===== config.mk =====
export PLATFORM = sky130hd
export DESIGN_NAME = apb_uart_tx
export DESIGN_NICKNAME = d
export VERILOG_FILES = /design/src/rtl/zeroheti_pkg.sv /design/src/rtl/zeroheti_sync_fifo.sv /design/src/rtl/apb_uart_tx.sv
export SDC_FILE = /design/constraint.sdc
export NUM_CORES = 1
export LEC_CHECK = 0
export BUFFER_PORTS_ARGS = -buffer_cell sky130_fd_sc_hd__buf_2
export CAP_MARGIN = 10
export CELL_PAD_IN_SITES_DETAIL_PLACEMENT = 0
export CELL_PAD_IN_SITES_GLOBAL_PLACEMENT = 1
export CORE_MARGIN = 1
export CORE_UTILIZATION = 42
export DETAILED_ROUTE_END_ITERATION = 6
export PLACE_DENSITY_LB_ADDON = 0.1
export SLEW_MARGIN = 30
export SYNTH_ARGS = -nofsm -noshare
export SYNTH_HDL_FRONTEND = slang
export SYNTH_HIERARCHICAL = 1
export SYNTH_SLANG_ARGS = --single-unit

===== constraint.sdc =====
create_clock -name clk_i -period 3.7 [get_ports clk_i]
set_clock_uncertainty 0.2 [all_clocks]
set_input_delay 0.185 -clock clk_i [delete_from_list [all_inputs] [get_ports clk_i]]
set_output_delay 0.185 -clock clk_i [all_outputs]
set_load 0.05 [all_outputs]

===== src/rtl/zeroheti_pkg.sv =====
// Shared zeroheti SoC definitions: UART TX register offsets, FSM state type and address-map entry.
package zeroheti_pkg;

  typedef struct packed {
    logic [31:0] base;
    logic [31:0] last;
  } addr_rule_t;

  // UART TX occupies a 16-byte window on a free APB demux port next to the mtimer.
  localparam addr_rule_t AddrMapUartTx = '{base: 32'h0003_0100, last: 32'h0003_010F};

  localparam logic [3:0] UartTxDataOff   = 4'h0;
  localparam logic [3:0] UartTxStatusOff = 4'h4;
  localparam logic [3:0] UartTxDivOff    = 4'h8;
  localparam logic [3:0] UartTxCtrlOff   = 4'hC;

  typedef enum logic [1:0] {
    UartTxIdle,
    UartTxStart,
    UartTxData,
    UartTxStop
  } uart_tx_state_e;

endpackage


===== src/rtl/zeroheti_sync_fifo.sv =====
// Single-clock FIFO with level counter; head entry visible on rdata_o, no write-to-read bypass.
module zeroheti_sync_fifo #(
  parameter  int unsigned Width = 8,
  parameter  int unsigned Depth = 8,
  localparam int unsigned PtrW  = $clog2(Depth),
  localparam int unsigned LvlW  = $clog2(Depth) + 1
) (
  input  logic             clk_i,
  input  logic             rst_ni,
  input  logic             push_i,
  input  logic [Width-1:0] wdata_i,
  input  logic             pop_i,
  output logic [Width-1:0] rdata_o,
  output logic             full_o,
  output logic             empty_o,
  output logic [LvlW-1:0]  level_o
);

  logic [Width-1:0] mem_q [Depth];
  logic [PtrW-1:0]  wr_ptr_q, rd_ptr_q;
  logic [LvlW-1:0]  level_q;
  logic             do_push, do_pop;

  assign full_o  = (level_q == LvlW'(Depth));
  assign empty_o = (level_q == '0);
  assign level_o = level_q;
  assign rdata_o = mem_q[rd_ptr_q];

  assign do_push = push_i & ~full_o;
  assign do_pop  = pop_i & ~empty_o;

  // NOTE: storage has no reset; only pointers and level define validity, and a
  // resettable array would cost a flop-based reset tree for no functional gain.
  always_ff @(posedge clk_i) begin
    if (do_push) mem_q[wr_ptr_q] <= wdata_i;
  end

  // rst_ni is active-high here despite its name, matching the rest of the codebase.
  always_ff @(posedge clk_i or posedge rst_ni) begin
    if (rst_ni) begin
      wr_ptr_q <= '0;
      rd_ptr_q <= '0;
      level_q  <= '0;
    end else begin
      // NOTE: sequential state uses non-blocking assignments so every flop samples pre-edge values.
      if (do_push) wr_ptr_q <= wr_ptr_q + 1'b1;
      if (do_pop)  rd_ptr_q <= rd_ptr_q + 1'b1;
      if (do_push && !do_pop)      level_q <= level_q + 1'b1;
      else if (do_pop && !do_push) level_q <= level_q - 1'b1;
    end
  end

endmodule


===== src/rtl/apb_uart_tx.sv =====
// APB subordinate UART transmitter: FIFO-buffered 8N1 serialiser with programmable bit period.
module apb_uart_tx
  import zeroheti_pkg::*;
#(
  parameter int unsigned FifoDepth = 8,
  parameter logic [15:0] DivReset  = 16'd433,
  parameter int unsigned DataWidth = 32
) (
  input  logic                 clk_i,
  input  logic                 rst_ni,
  input  logic                 psel_i,
  input  logic                 penable_i,
  input  logic                 pwrite_i,
  input  logic [31:0]          paddr_i,
  input  logic [DataWidth-1:0] pwdata_i,
  output logic [DataWidth-1:0] prdata_o,
  output logic                 pready_o,
  output logic                 pslverr_o,
  output logic                 tx_o,
  output logic                 irq_o
);

  localparam int unsigned LvlW = $clog2(FifoDepth) + 1;

  logic            access, wr_acc, rd_acc;
  logic            sel_data, sel_status, sel_div, sel_ctrl;
  logic [15:0]     div_q;
  logic            tx_en_q, irq_en_q;
  logic            fifo_push, fifo_pop, fifo_full, fifo_empty;
  logic [7:0]      fifo_rdata;
  logic [LvlW-1:0] fifo_level;

  uart_tx_state_e state_q, state_d;
  logic [15:0]    baud_q, baud_d;
  logic [2:0]     bit_q, bit_d;
  logic [7:0]     shift_q, shift_d;
  logic           tx_q, tx_d;
  logic           irq_q;
  logic           start_ok;

  logic unused_bits;
  assign unused_bits = ^{paddr_i[31:4], paddr_i[1:0], pwdata_i[DataWidth-1:16]};

  assign access     = psel_i & penable_i;
  assign wr_acc     = access & pwrite_i;
  assign rd_acc     = access & ~pwrite_i;
  assign sel_data   = (paddr_i[3:2] == UartTxDataOff[3:2]);
  assign sel_status = (paddr_i[3:2] == UartTxStatusOff[3:2]);
  assign sel_div    = (paddr_i[3:2] == UartTxDivOff[3:2]);
  assign sel_ctrl   = (paddr_i[3:2] == UartTxCtrlOff[3:2]);

  // Full is the registered pre-cycle state, so a same-cycle pop cannot rescue a push.
  assign fifo_push = wr_acc & sel_data & ~fifo_full;
  assign pslverr_o = wr_acc & sel_data & fifo_full;
  assign pready_o  = 1'b1;

  always_comb begin
    prdata_o = '0;
    if (rd_acc) begin
      if (sel_status) begin
        prdata_o[0]    = (state_q != UartTxIdle);
        prdata_o[1]    = fifo_full;
        prdata_o[2]    = fifo_empty;
        prdata_o[15:8] = 8'(fifo_level);
      end else if (sel_div) begin
        prdata_o[15:0] = div_q;
      end else if (sel_ctrl) begin
        prdata_o[1:0] = {irq_en_q, tx_en_q};
      end
    end
  end

  always_ff @(posedge clk_i or posedge rst_ni) begin
    if (rst_ni) begin
      div_q    <= DivReset;
      tx_en_q  <= 1'b0;
      irq_en_q <= 1'b0;
    end else if (wr_acc) begin
      if (sel_div)  div_q <= pwdata_i[15:0];
      if (sel_ctrl) {irq_en_q, tx_en_q} <= pwdata_i[1:0];
    end
  end

  zeroheti_sync_fifo #(
    .Width (8),
    .Depth (FifoDepth)
  ) i_fifo (
    .clk_i   (clk_i),
    .rst_ni  (rst_ni),
    .push_i  (fifo_push),
    .wdata_i (pwdata_i[7:0]),
    .pop_i   (fifo_pop),
    .rdata_o (fifo_rdata),
    .full_o  (fifo_full),
    .empty_o (fifo_empty),
    .level_o (fifo_level)
  );

  assign start_ok = tx_en_q & ~fifo_empty;

  // The baud counter reloads from DIV only at bit boundaries, so DIV writes apply from the next bit.
  always_comb begin
    // NOTE: every combinational output gets a default first, so no path can infer a latch.
    state_d  = state_q;
    baud_d   = baud_q;
    bit_d    = bit_q;
    shift_d  = shift_q;
    tx_d     = tx_q;
    fifo_pop = 1'b0;
    unique case (state_q)
      UartTxIdle: begin
        if (start_ok) begin
          fifo_pop = 1'b1;
          shift_d  = fifo_rdata;
          baud_d   = div_q;
          tx_d     = 1'b0;
          state_d  = UartTxStart;
        end
      end
      UartTxStart: begin
        if (baud_q == '0) begin
          baud_d  = div_q;
          bit_d   = '0;
          tx_d    = shift_q[0];
          state_d = UartTxData;
        end else begin
          baud_d = baud_q - 1'b1;
        end
      end
      UartTxData: begin
        if (baud_q == '0) begin
          baud_d = div_q;
          if (bit_q == 3'd7) begin
            tx_d    = 1'b1;
            state_d = UartTxStop;
          end else begin
            bit_d   = bit_q + 3'd1;
            shift_d = shift_q >> 1;
            tx_d    = shift_q[1];
          end
        end else begin
          baud_d = baud_q - 1'b1;
        end
      end
      UartTxStop: begin
        if (baud_q == '0) begin
          if (start_ok) begin
            fifo_pop = 1'b1;
            shift_d  = fifo_rdata;
            baud_d   = div_q;
            tx_d     = 1'b0;
            state_d  = UartTxStart;
          end else begin
            state_d = UartTxIdle;
          end
        end else begin
          baud_d = baud_q - 1'b1;
        end
      end
      default: state_d = UartTxIdle;
    endcase
  end

  always_ff @(posedge clk_i or posedge rst_ni) begin
    if (rst_ni) begin
      state_q <= UartTxIdle;
      baud_q  <= '0;
      bit_q   <= '0;
      shift_q <= '0;
      tx_q    <= 1'b1;
      irq_q   <= 1'b0;
    end else begin
      state_q <= state_d;
      baud_q  <= baud_d;
      bit_q   <= bit_d;
      shift_q <= shift_d;
      tx_q    <= tx_d;
      irq_q   <= irq_en_q & fifo_empty & (state_q == UartTxIdle);
    end
  end

  assign tx_o  = tx_q;
  assign irq_o = irq_q;

endmodule


# Word-level counts from Yosys, hierarchy flattened
# Memory sizes are Yosys's and may differ from the RTL's.
# Index checks and enable logic that the tools add are counted.
[totals]
regBits = 59
latchBits = 0
ramBits = 64
mem_bits_ro = 0
inputBits = 69
output_inout_bits = 36
word_cells = 106
n_memories = 1
[classes]
addsub = 6
mul = 0
n_div = 0
magnitude_cmp = 0
n_eq_ne = 14
shifts = 0
mux = 40
bitwise = 14
n_reduce_logical = 19
[mem_list]
columns = ["memory", "depth", "word_bits", "read_ports", "rd_ports_with_merged_regs", "write_ports", "line_no", "rtl"]
rows = [
  ["i_fifo.mem_q", 8, 8, 1, 0, 1, "zeroheti_sync_fifo.sv:19", "logic [Width-1:0] mem_q [Depth];"],
]
[ops]
columns = ["operator", "count"]
rows = [
  ["2-to-1 mux 16 bit", 4],
  ["case mux 16 bit (3 select lines)", 1],
  ["2-to-1 mux 8 bit", 5],
  ["case mux 8 bit (3 select lines)", 1],
  ["logical NOT 16 bit", 1],
  ["subtractor 16 x 1 -> 16 bit (second input constant)", 1],
  ["2-to-1 mux 14 bit", 1],
  ["2-to-1 mux 2 bit", 7],
  ["2-to-1 mux 3 bit", 4],
  ["inequality test 2 bit (second input constant)", 6],
  ["bitwise AND 1 bit", 11],
  ["2-to-1 mux 1 bit", 10],
  ["adder 3 x 1 -> 3 bit (second input constant)", 3],
  ["equality test 2 bit (second input constant)", 4],
  ["2-to-1 mux 4 bit", 2],
  ["case mux 2 bit (4 select lines)", 1],
  ["AND reduction 4 bit", 2],
  ["case mux 3 bit (2 select lines)", 1],
  ["nonzero test 2 bit", 3],
  ["2-to-1 mux 5 bit", 1],
  ["AND reduction 5 bit", 1],
  ["adder 4 x 1 -> 4 bit (second input constant)", 1],
  ["equality test 2 x 1 -> 1 bit (second input constant)", 2],
  ["equality test 4 bit (second input constant)", 1],
  ["13 further kinds", 19],
]

# Longest topological paths before layout
[depth]
word_depth = 10
depth_mapped = 13
ltp_nobuf = 13

# Modules after synthesis
# Netlist, hierarchy kept.
[modules_own_cells]
columns = ["module", "instances", "cells_each", "area_each_um2"]
rows = [
  ["apb_uart_tx", 1, 340, 3281.9],
  ["zeroheti_sync_fifo", 1, 157, 3134.3],
]

# Least setup slack after synthesis
# OpenSTA, ideal clock, no wires.
[synth_timing]
kind = "register to register"
from = "register baud_q[0]"
to = "register i_fifo.level_q[3] (netlist: i_fifo/level_o[3])"
setup_ns = 0.137
arrival_ns = 3.233
t_required_ns = 3.363
slack_ns = 0.130
stages_incl_launch_ff = 14
path_buffers = 0
synth_period_minus_slack_ns = 3.570
cell_sequence = "dfrtp_1 inv_1 ha_1 or3b_2 nor4_4 nand4_1 a21oi_1 o41ai_4 ha_1 inv_1 ha_1 or4_1 nand3_1 o221ai_1"
[synth_via]
elab_chain_cells = 7
word_cells_on_any_way = 9
[synth_lines]
columns = ["element", "line_no", "rtl"]
rows = [
  ["start: declaration", "apb_uart_tx.sv:34", "logic [15:0] baud_q, baud_d;"],
  ["start signal: assignment", "apb_uart_tx.sv:174", "baud_q <= baud_d;"],
  ["logical NOT 16 bit (*)", "apb_uart_tx.sv:146", "if (baud_q == '0) begin"],
  ["2-to-1 mux 1 bit (*)", "apb_uart_tx.sv:146", ""],
  ["case mux 1 bit (2 select lines) (*)", "apb_uart_tx.sv:110", "unique case (state_q)"],
  ["named net fifo_pop", "apb_uart_tx.sv:29", "logic fifo_push, fifo_pop, fifo_full, fifo_empty;"],
  ["bitwise AND 1 bit (*)", "zeroheti_sync_fifo.sv:30", "assign do_pop = pop_i & ~empty_o;"],
  ["logical NOT 1 bit", "zeroheti_sync_fifo.sv:48", "if (do_push && !do_pop) level_q <= level_q + 1'b1;"],
  ["logical AND 1 bit", "zeroheti_sync_fifo.sv:48", ""],
  ["2-to-1 mux 4 bit / nonzero test 2 bit (equally long branches)", "--", ""],
  ["end signal: assignment", "zeroheti_sync_fifo.sv:48", ""],
  ["end signal: assignment", "zeroheti_sync_fifo.sv:49", "else if (do_pop && !do_push) level_q <= level_q - 1'b1;"],
  ["end: declaration", "zeroheti_sync_fifo.sv:21", "logic [LvlW-1:0] level_q;"],
]
# Mark *: on every way through the listed nets, which the timed path passes. The rest lies on a longest branch.
# A chain may end at the register's enable or synchronous reset.

# Worst setup path in the final report
[layout_timing]
from = "register baud_q[1]"
to = "register i_fifo.level_q[3] (netlist: i_fifo/level_o[3])"
# Same word-level chain as after synthesis.

==> results.cfg <==
[timing]
fin_tns_setup_ns = 0
worst_pin_slew_ns = 0.808
setup_violations = 0
slew_headroom_pct = 46.2
period_minus_slack_ns = 3.46
timing.final.crit_share_pct = 93.4
rsz0062_at_grt = no
hold_viol = 0
slew_viol_final = 0
max_freq_mhz = 289

[yosys]
syn_area_um2 = 6420
ys_ff_latch = 123
ys_warn_count = 6
synth_cell_types = 75
yosysSeqAreaShare_pct = 53.1
ys.flop_type = edfxtp_1
synth-async-reset-ratio_pct = 48.0
netlist_instances = 497
syn_area_per_cell_um2 = 12.9
synth_edf_count = 64

[final_layout]
regArea_um2 = 3410
drive_above_1_share_pct = 28.6
stdcell_area_um2 = 7660
syn2layout_area_growth_pct = 19.4
multi_input_area_um2 = 2770
fillerInstances = 1287
diodes = 0
nets = 664

[worst_setup_path]
start_kind = flop
cp.arrival_ns = 3.54
cp_common_cell = ha_1
critPathMaxFanout = 6
critPathSlowestCell = or3b_2
required_ns = 3.78
worstPathCellList = inv_1 > ha_1 > or3b_2 > nor4_4 > nand4_1 > a21oi_1 > buf_4 > o41ai_4 > ha_2 > inv_2 > ha_1 > or4_1 > nand3_1 > o221ai_1
cp_slowest_stage_delay_ns = 0.51
worst-setup-path-type = flop to flop
worst-path-buf-inv = 3
path_delay_family = simple AND/OR/NAND/NOR gates
cp-end-kind = flop

[floorplanning]
rows = 44
die_area_um2 = 15800
core_um2 = 14700
start_util_pct = 43.6
io-pin-count = 105
die-height_um = 126
die_x_um = 126

[routing]
viasPerCell = 5.66
via_count = 4406
routed_wl_mm = 15.3
firstDrtPassIters = 7
routedWlPerCell_um = 19.7
drtIter0Drc = 332
ant_nets = 0
drc = 4

[place]
dpl.hpwl_mm = 10.6
port_buffers = 41
dpl_cell_area_um2 = 6900
globalplace.congestion = 0.857

[global_route]
antenna_found_initial = 0
grtUsageTotal_pct = 20.9
grt-ovfl-total = 0
grt_pass1_wl_mm = 24.7
grt_max_degree = 50
first_global_vias = 4365

[power]
p_per_area_nw_per_um2 = 792
p_total_mw = 6.06
peakVddDrop_mv = 0.408
power.leakage_nw = 3.07

[run_status]
violations = DRC
outcome = complete, but fails checks

[clock_network]
cts_made_buffers = 17
cts_buffer_depth = 2
cts.reportedPaths.clkPinSlew_ns = 0.06
htreeDepth = 4
cts.sinks = 123
cts_root_buf = clkbuf_16
cts_tree = built
clock_latency_ns = 0.41

[min_path]
hp-class = primary input to flop

[flow_run]
cap_violations = 0
[worst paths after layout]
path	start	end	slack (ns)	depth (start not counted)
setup / recovery	baud_q[1]	i_fifo/level_o[3]	0.24	14
hold / removal	paddr_i[3]	irq_en_q	0.08	4
setup reg to reg	baud_q[1]	i_fifo/level_o[3]	0.24	14
hold reg to reg	shift_q[2]	shift_q[2]	0.31	1
max in group asynchronous	rst_ni	shift_q[0]	2.66	3
min in group asynchronous	rst_ni	i_fifo/level_o[1]	0.13	3
[worst min-delay path, stage by stage]
cell and delay, ns:
buf_2 0.14, nand2_1 0.06, nor2_1 0.05, mux2_2 0.21
[flip-flops by register name (all words and copies together), names as in the netlist]
name and cells:
baud_q 16, irq_en_q 1, tx_o 1, tx_en_q 1
i_fifo/rd_ptr_q 3, irq_o 1, i_fifo/wr_ptr_q 3, i_fifo/level_o 4
div_q 16, shift_q 8, state_q 2, bit_q 3
i_fifo/mem_q 64
[routing by layer]
layer	GRT usage (%)	routed length, um
met5	0	0
met2	32.1	6900
met4	7.17	224
met3	3.68	827
met1	29.9	7370
[cell usage after synthesis, drive strengths merged, types with 4 or more instances]
master / n / area share (%)
edfxtp: 64 / 30
dfrtp: 53 / 21
mux2: 46 / 8.1
nor2: 45 / 2.9
nand2: 26 / 1.6
buf: 23 / 2.9
mux4: 16 / 6.6
inv: 15 / 0.88
clkbuf: 14 / 0.82
nor3: 13 / 1.0
o21ai: 13 / 1.0
a21oi: 12 / 0.94
ha: 12 / 2.3
xnor2: 11 / 1.5
nand3: 10 / 0.78
a22oi: 8 / 0.94
and2: 8 / 0.78
nor4: 7 / 0.92
dfstp: 6 / 2.5
mux2i: 6 / 0.94
nor2b: 6 / 0.59
a31oi: 5 / 0.49
nand2b: 5 / 0.49
nand3b: 5 / 0.59
o22ai: 5 / 0.58
or3: 5 / 0.49
or4: 5 / 0.64
a311o: 4 / 0.62
[logic make-up (layout without fill, tap and decap cells)]
family                     Yosys count  count (layout)  share of synthesized area (%)
xor gates and xnor gates            12              12                           1.64
AOI/OAI and AO/OA                   80              80                           10.1
and+or+nand+nor                    146             146                           12.2
muxes                               68              68                           15.6
adders and majority gates           13              13                           2.65
buffers and inverters               53             136                           4.62
DFF                                123             123                           53.1
other                                2              17                          0.117
[per-stage QoR]
step / hold slack, ns / utilization, % / setup slack (ns) / cells
6_report: 0.0763 / 52.1 / 0.244 / 779
5_1_grt: 0.0793 / 52.1 / 0.0230 / 779
3_5_place_dp: 0.0203 / 46.9 / 0.103 / 730
2_1_floorplan: -0.175 / - / 0.130 / 512
3_3_place_gp: 0.00539 / 46.9 / 0.161 / 730
4_1_cts: 0.0532 / 52.1 / 0.0881 / 779
[power by group]
part           total, mW  leakage [nW]  internal, mW  switching (mW)
Sequential          2.00          1.31          1.69           0.309
Combinational       2.42          1.47          1.10            1.32
Clock               1.65         0.283          1.00           0.643
[cells in the final DEF, fill, tap and decap left out, types with 16 or more instances in the layout]
cell type	instances
conb_1	17
dlygate4sd3_1	17
nor2_1	44
buf_2	41
buf_4	30
dfrtp_1	53
edfxtp_1	64
mux4_1	16
nand2_1	25
clkbuf_16	17
mux2_2	45
[cell type report]
class	instances	share of cell area, %
Clock buffer	17	5.55
Clock inverter	15	2.16
Timing Repair Buffer	88	7.84
Inverter	16	0.816
Multi-Input combinational cell	336	36.2
Tap cell	184	3.00
Sequential cell	123	44.4
[repair_timing]
item	4_1_cts	5_1_grt
endpoints found under the hold margin	135	0
setup endpoints to repair	0	1
gates resized for setup	0	2
buffers inserted	0	0
hold buffers	17	0
No activity file was read; power rests on OpenSTA's default activity.
